==> src/rtl/alu_seq.sv <==
// Registered ALU with valid/ready handshakes and C/N/V/Z flags; MUL/MULH use an iterative shift-add unit.
// Optional ALU_SEQ_DIV_EN turns opcode 1111 into DIVU, a restoring divider; without it, 1111 is PASS a.
module alu_seq #(
    parameter int WIDTH = 16
) (
    input  logic             clk,
    input  logic             rst_n,
    input  logic             in_valid,
    output logic             in_ready,
    input  logic [3:0]       op,
    input  logic [WIDTH-1:0] a,
    input  logic [WIDTH-1:0] b,
    input  logic             carry_in,
    output logic             out_valid,
    input  logic             out_ready,
    output logic [WIDTH-1:0] result,
    output logic             carry_out,
    output logic             sign_out,
    output logic             overflow_out,
    output logic             zero_out,
    output logic             busy
);
    localparam int CNTW = $clog2(WIDTH) + 1;
    localparam int M    = WIDTH - 1;

    localparam logic [3:0] OP_ADD = 4'b0000, OP_ADC = 4'b0001, OP_SUB = 4'b0010, OP_SBC = 4'b0011,
                           OP_MUL = 4'b0100, OP_MULH = 4'b0101, OP_AND = 4'b0110, OP_OR = 4'b0111,
                           OP_XOR = 4'b1000, OP_SHL = 4'b1001, OP_SHR = 4'b1010, OP_NOT = 4'b1011,
                           OP_CMP = 4'b1100, OP_INC = 4'b1101, OP_DEC = 4'b1110, OP_PASS_DIVU = 4'b1111;

    typedef enum logic [1:0] {S_IDLE, S_BUSY, S_DONE} state_t;

    state_t             r_state, w_state_nxt;
    logic [3:0]         r_op;
    logic [WIDTH-1:0]   r_opnd;
    logic [2*WIDTH-1:0] r_acc;
    logic [CNTW-1:0]    r_cnt;
    logic [WIDTH-1:0]   r_result;
    logic               r_c, r_v, r_n, r_z;

    logic               w_accept, w_multi, w_last;
    logic [WIDTH:0]     w_sum, w_dif, w_shl, w_shr;
    logic [WIDTH-1:0]   w_addb, w_subb;
    logic               w_acin, w_scin, w_shbig;
    logic [CNTW-1:0]    w_shamt;
    logic [WIDTH-1:0]   w_res, w_fin_res;
    logic               w_c, w_v, w_fin_c, w_fin_v;
    logic [WIDTH:0]     w_mul_sum;
    logic [2*WIDTH-1:0] w_acc_nxt;
    logic [WIDTH-1:0]   w_hi;

`ifdef ALU_SEQ_DIV_EN
    logic               w_div_op, w_qbit;
    logic [WIDTH:0]     w_rem_sh, w_div_dif;
    assign w_multi   = (op == OP_MUL) || (op == OP_MULH) || (op == OP_PASS_DIVU);
    assign w_div_op  = (r_op == OP_PASS_DIVU);
    assign w_rem_sh  = r_acc[2*WIDTH-1:WIDTH-1];
    assign w_div_dif = w_rem_sh - {1'b0, r_opnd};
    assign w_qbit    = !w_div_dif[WIDTH];
`else
    assign w_multi   = (op == OP_MUL) || (op == OP_MULH);
`endif

    // Operand B is replaced by 1 for INC/DEC so the shared adder/subtractor flags apply unchanged.
    always_comb begin
        w_addb = b;
        w_acin = 1'b0;
        w_subb = b;
        w_scin = 1'b0;
        if (op == OP_ADC) w_acin = carry_in;
        if (op == OP_SBC) w_scin = carry_in;
        if (op == OP_INC) w_addb = {{(WIDTH-1){1'b0}}, 1'b1};
        if (op == OP_DEC) w_subb = {{(WIDTH-1){1'b0}}, 1'b1};
    end

    assign w_sum   = {1'b0, a} + {1'b0, w_addb} + {{WIDTH{1'b0}}, w_acin};
    assign w_dif   = {1'b0, a} - {1'b0, w_subb} - {{WIDTH{1'b0}}, w_scin};
    assign w_shbig = ({1'b0, b} >= (WIDTH+1)'(WIDTH));
    assign w_shamt = b[CNTW-1:0];
    assign w_shl   = {1'b0, a} << w_shamt;
    assign w_shr   = {a, 1'b0} >> w_shamt;

    always_comb begin
        w_res = '0;
        w_c   = 1'b0;
        w_v   = 1'b0;
        case (op)
            OP_ADD, OP_ADC, OP_INC: begin
                w_res = w_sum[M:0];
                w_c   = w_sum[WIDTH];
                w_v   = (a[M] == w_addb[M]) && (w_sum[M] != a[M]);
            end
            OP_SUB, OP_SBC, OP_CMP, OP_DEC: begin
                w_res = w_dif[M:0];
                w_c   = w_dif[WIDTH];
                w_v   = (a[M] != w_subb[M]) && (w_dif[M] != a[M]);
            end
            OP_AND: w_res = a & b;
            OP_OR:  w_res = a | b;
            OP_XOR: w_res = a ^ b;
            OP_NOT: w_res = ~a;
            OP_SHL: if (!w_shbig) begin
                w_res = w_shl[M:0];
                w_c   = w_shl[WIDTH];
            end
            OP_SHR: if (!w_shbig) begin
                w_res = w_shr[WIDTH:1];
                w_c   = w_shr[0];
            end
`ifndef ALU_SEQ_DIV_EN
            OP_PASS_DIVU: w_res = a;
`endif
            default: ;
        endcase
    end

    // Multiplier in r_acc low half shifts out LSB-first while partial sums enter from the top.
    assign w_mul_sum = {1'b0, r_acc[2*WIDTH-1:WIDTH]} + (r_acc[0] ? {1'b0, r_opnd} : '0);
`ifdef ALU_SEQ_DIV_EN
    assign w_acc_nxt = w_div_op
                     ? {(w_qbit ? w_div_dif[M:0] : w_rem_sh[M:0]), r_acc[WIDTH-2:0], w_qbit}
                     : {w_mul_sum, r_acc[WIDTH-1:1]};
`else
    assign w_acc_nxt = {w_mul_sum, r_acc[WIDTH-1:1]};
`endif
    assign w_hi = w_acc_nxt[2*WIDTH-1:WIDTH];

    always_comb begin
        w_fin_res = (r_op == OP_MULH) ? w_hi : w_acc_nxt[M:0];
        w_fin_c   = |w_hi;
        w_fin_v   = |w_hi;
`ifdef ALU_SEQ_DIV_EN
        if (w_div_op) begin
            w_fin_res = (r_opnd == '0) ? {WIDTH{1'b1}} : w_acc_nxt[M:0];
            w_fin_c   = (r_opnd == '0) || (|w_hi);
            w_fin_v   = (r_opnd == '0);
        end
`endif
    end

    assign w_last   = (r_state == S_BUSY) && (r_cnt == CNTW'(WIDTH-1));
    assign w_accept = in_valid && in_ready;

    always_comb begin
        w_state_nxt = r_state;
        in_ready    = (r_state == S_IDLE) || ((r_state == S_DONE) && out_ready);
        case (r_state)
            S_IDLE: if (in_valid) w_state_nxt = w_multi ? S_BUSY : S_DONE;
            S_BUSY: if (w_last) w_state_nxt = S_DONE;
            S_DONE: begin
                if (out_ready && in_valid) w_state_nxt = w_multi ? S_BUSY : S_DONE;
                else if (out_ready)        w_state_nxt = S_IDLE;
            end
            default: w_state_nxt = S_IDLE;
        endcase
    end

    always_ff @(posedge clk or negedge rst_n) begin
        if (!rst_n) r_state <= S_IDLE;
        else        r_state <= w_state_nxt;
    end

    always_ff @(posedge clk or negedge rst_n) begin
        if (!rst_n) begin
            r_op     <= '0;
            r_opnd   <= '0;
            r_acc    <= '0;
            r_cnt    <= '0;
            r_result <= '0;
            r_c      <= 1'b0;
            r_v      <= 1'b0;
            r_n      <= 1'b0;
            r_z      <= 1'b0;
        end else if (w_accept) begin
            r_op  <= op;
            r_cnt <= '0;
            if (w_multi) begin
`ifdef ALU_SEQ_DIV_EN
                r_opnd <= (op == OP_PASS_DIVU) ? b : a;
                r_acc  <= {{WIDTH{1'b0}}, ((op == OP_PASS_DIVU) ? a : b)};
`else
                r_opnd <= a;
                r_acc  <= {{WIDTH{1'b0}}, b};
`endif
            end else begin
                r_result <= w_res;
                r_c      <= w_c;
                r_v      <= w_v;
                r_n      <= w_res[M];
                r_z      <= (w_res == '0);
            end
        end else if (r_state == S_BUSY) begin
            r_acc <= w_acc_nxt;
            r_cnt <= r_cnt + 1'b1;
            if (w_last) begin
                r_result <= w_fin_res;
                r_c      <= w_fin_c;
                r_v      <= w_fin_v;
                r_n      <= w_fin_res[M];
                r_z      <= (w_fin_res == '0);
            end
        end
    end

    assign out_valid    = (r_state == S_DONE);
    assign busy         = (r_state == S_BUSY);
    assign result       = r_result;
    assign carry_out    = r_c;
    assign sign_out     = r_n;
    assign overflow_out = r_v;
    assign zero_out     = r_z;
endmodule

==> config.mk <==
export PLATFORM = sky130hd
export DESIGN_NAME = alu_seq
export DESIGN_NICKNAME = d
export VERILOG_FILES = /design/src/rtl/alu_seq.sv
export SDC_FILE = /design/constraint.sdc
export NUM_CORES = 1
export LEC_CHECK = 0
export ABC_AREA = 1
export CAP_MARGIN = 20
export CORE_UTILIZATION = 35
export CTS_BUF_LIST = sky130_fd_sc_hd__clkbuf_16
export CTS_CLUSTER_DIAMETER = 50
export DETAILED_ROUTE_END_ITERATION = 10
export HOLD_SLACK_MARGIN = 0.06
export PLACE_DENSITY = 0.57
export SLEW_MARGIN = 20
export SYNTH_ARGS = -nofsm -noshare
export SYNTH_HDL_FRONTEND = slang
export SYNTH_SLANG_ARGS = --single-unit
==> constraint.sdc <==
create_clock -name clk -period 7.78 [get_ports clk]
set_clock_uncertainty 0.1 [all_clocks]
set_input_delay 1.945 -clock clk [delete_from_list [all_inputs] [get_ports clk]]
set_output_delay 1.945 -clock clk [all_outputs]
set_load 0.02 [all_outputs]
==> impl_metrics.yaml <==
status:
  status: "finished, final reports clean"
power_and_ir_drop:
  power_mw: 2.49
  intPower_mw: 1.34
  clkPwrFrac: 0.201
  combPwrFrac: 0.525
  switching_share: 0.462
  p_leak_nw: 5.73
  seqPwrFrac: 0.273
  powerDensity_mw_per_mm2: 226
  p_sw_mw: 1.15
  vdd_drop_max_uv: 124
global_route:
  antenna_found_initial: 1
  grt_max_degree: 47
  grt_pass1_vias: 10100
  grt-ovfl-total: 0
  gr-usage-all-layers: 0.276
  grt_pass1_wl_um: 59600
placed_design:
  placement.io_buffers: 63
  gp_congestion: 1.03
  hpwlAfterDp_um: 31200
  place_inst: 2051
floorplanning:
  coreArea_mm2: 0.0271
  rows: 60
  die_w_um: 169
  start_util: 0.359
  die_area_mm2: 0.0285
  die_h_um: 169
  io_pins: 64
cts:
  clk_latency_ps: 350
  cts_tree: "built"
  numCtsBuffers: 9
  ctsResizeCount: 0
  cts_setup_buffers: 0
  path_clk_slew_ps: 70
  clk_path_buf_depth: 2
  clock_sinks: 78
  htree_levels: 3
  clockRootBuffer: "clkbuf_16"
  postCtsHoldBufs: 0
timing:
  whs_ps: 360
  fin_crit_sh: 0.725
  hold_viol: 0
  worst-slew-pin-transition_ps: 1010
  fmax_mhz: 177
  rsz0062_at_grt: "no"
  slew_violations: 0
  min_period_ps: 5640
  finalSetupViolCount: 0
  fin_setup_tns_ps: 0
  slew_headroom: 0.324
critical_path:
  crit_top_cell: "nand2_1"
  start_kind: "input pin"
  worstPathArrival_ps: 5830
  r2r_slack_ps: 4600
  r2r_cells: 11
  required_ps: 7970
  critPathMaxFanout: 15
  slowest_delay_ps: 630
  path_cells: "clkdlybuf4s50_1 -> nand2_1 -> nor2_2 -> inv_1 -> nand2_1 -> fa_1 -> inv_1 -> fa_1 -> inv_1 -> nand2_1 -> nand2_1 -> nand2_1 -> nand3_1 -> nand3b_1 -> nand3_1 -> nand2_1 -> nor2_1 -> nand3_1 -> nor2_1 -> nand3_1 -> nor2_1 -> nor2_1 -> nor2_1"
  worstSetupPathType: "input pin to flip-flop"
  crit_slowest_cell: "nor2_2"
  end_kind: "flip-flop"
finish:
  fillers: 3063
  final_cells: 2068
  nNetsFinal: 1832
  syn2layout_area_growth_pct: 13.1
  final_common_cell: "nand2_1"
  drive_gt1_frac: 0.0348
  final_cell_mix: "nand2_1, nand3_1, nor2_1"
synth:
  synth_compound_area_frac: 0.127
  synth_top_area_frac: 0.213
  netlist_instances: 1657
  seq_area_frac_synth: 0.200
  async_flop_share: 1.00
  synth-xor-area-share: 0.00270
  synth_top_family_by_area: "simple AND/OR/NAND/NOR gates"
  yosys.area.top_type: "nand2_1"
  yosys.area_share.simple: 0.434
  synth-main-ff-cell: "dfrtp_1"
  synth_fa_ha_area_frac: 0.134
  synthMuxAreaShare: 0.00334
  synth.area.top_cells: "nand2_1, dfrtp_1, ha_1, nand3_1, nor2_1"
  yosys_warnings: 0
  postSynthAreaPerCell_um2: 5.88
  synth-edff-count: 0
  ys_types: 51
  syn_area_mm2: 0.00974
  ys_ff_latch: 78
  syn_nets: 1799
drt:
  drc: 0
  ant_nets: 0
  wl_um: 38900
  dr.pass1.iters: 6
  vias_per_cell: 5.34
  route.detailed.wl_per_inst_um: 18.8
  vias: 11000
  initialDrtViolationCount: 1192
flow_run:
  cap_violations: 0
hold_path:
  hp-class: "flip-flop to flip-flop"
  hold_depth: 1
==> metrics by stage <==
step	area, µm²	utilization	worst slack, ps
finish	11000	0.407	2140
global route	11000	0.406	1730
CTS	11000	0.406	1880
detailed placement	10700	0.394	1510
global placement	10700	0.394	1580
floorplan	9740	-	3140
==> synthesized netlist by cell type, types with 2 or more instances <==
master    instances
nor4_1            2
inv_2             7
nand2_2           3
or2_2             2
a211oi_1          3
o21bai_1          2
a21oi_2           3
buf_1             5
buf_4             5
o21ai_1           5
dfrtp_1          78
a21oi_1          75
o211ai_1          6
inv_1           180
nand3b_1         16
nand3_1         191
mux2_2            2
nor2_4            3
and2_1            7
o31ai_1           4
nor2_2            6
o22ai_1           3
a31oi_1          16
o21ai_0         101
a22o_1            2
buf_2            16
nand4_1          16
clkbuf_1         24
xor2_1            2
o21ai_2           2
nor2_1          187
nor3_1           12
ha_1             96
buf_6             3
nand2_1         552
fa_1              5
==> layout make-up <==
type	count	area (µm²)	area share
Tap cell	372	465	0.0422
Clock buffer	9	225	0.0204
Antenna cell	2	5.00	0.000454
Multi-Input combinational cell	1338	6840	0.620
Inverter	188	706	0.0640
Clock inverter	6	111	0.0101
Sequential cell	78	1950	0.177
Timing Repair Buffer	75	718	0.0652
==> worst max-delay path: cells and delay by family <==
kind | cells | cell delay, ps
adders and majority gates | 2 | 580
buffers and inverters | 4 | 860
and+or+nand+nor | 17 | 2440
==> power by group through the flow <==
stage	Clock (mW)	Combinational (mW)	Sequential, mW
floorplan	0	0.848	0.682
global placement	0	1.29	0.683
detailed placement	0	1.29	0.684
CTS	0.510	1.30	0.680
global route	0.524	1.47	0.701
finish	0.502	1.31	0.681
==> kinds of logic (layout without fill, tap and decap cells) <==
family,Yosys count,count (layout)
AO/OA/AOI/OAI,227,227
XOR/XNOR,3,3
adder cells (fa/ha/maj),101,101
buffers and inverters,241,278
flip-flops,78,78
multiplexers,3,3
other,0,2
AND/OR/NAND/NOR,1004,1004
==> metal layers <==
metal	track usage	wire [µm]	vias up
li1	-	-	5462
met3	0.0295	2410	66
met1	0.382	18000	5086
met5	0	0	-
met2	0.446	17300	433
met4	0.0957	1230	0
==> state kept, by name, summed over array words and instances, names as in the netlist <==
signal	flops
r_cnt	5
zero_out	1
r_acc	32
overflow_out	1
r_op	4
carry_out	1
r_opnd	16
r_state	2
result	16
==> worst paths after layout <==
kind,start,to
max,op[3],zero_out
min,r_cnt[3],r_cnt[3]
max reg2reg,r_op[0],zero_out
min reg2reg,r_cnt[3],r_cnt[3]
max in group asynchronous,rst_n,overflow_out
min in group asynchronous,rst_n,r_acc[27]
No activity file was read; power rests on OpenSTA's default activity.
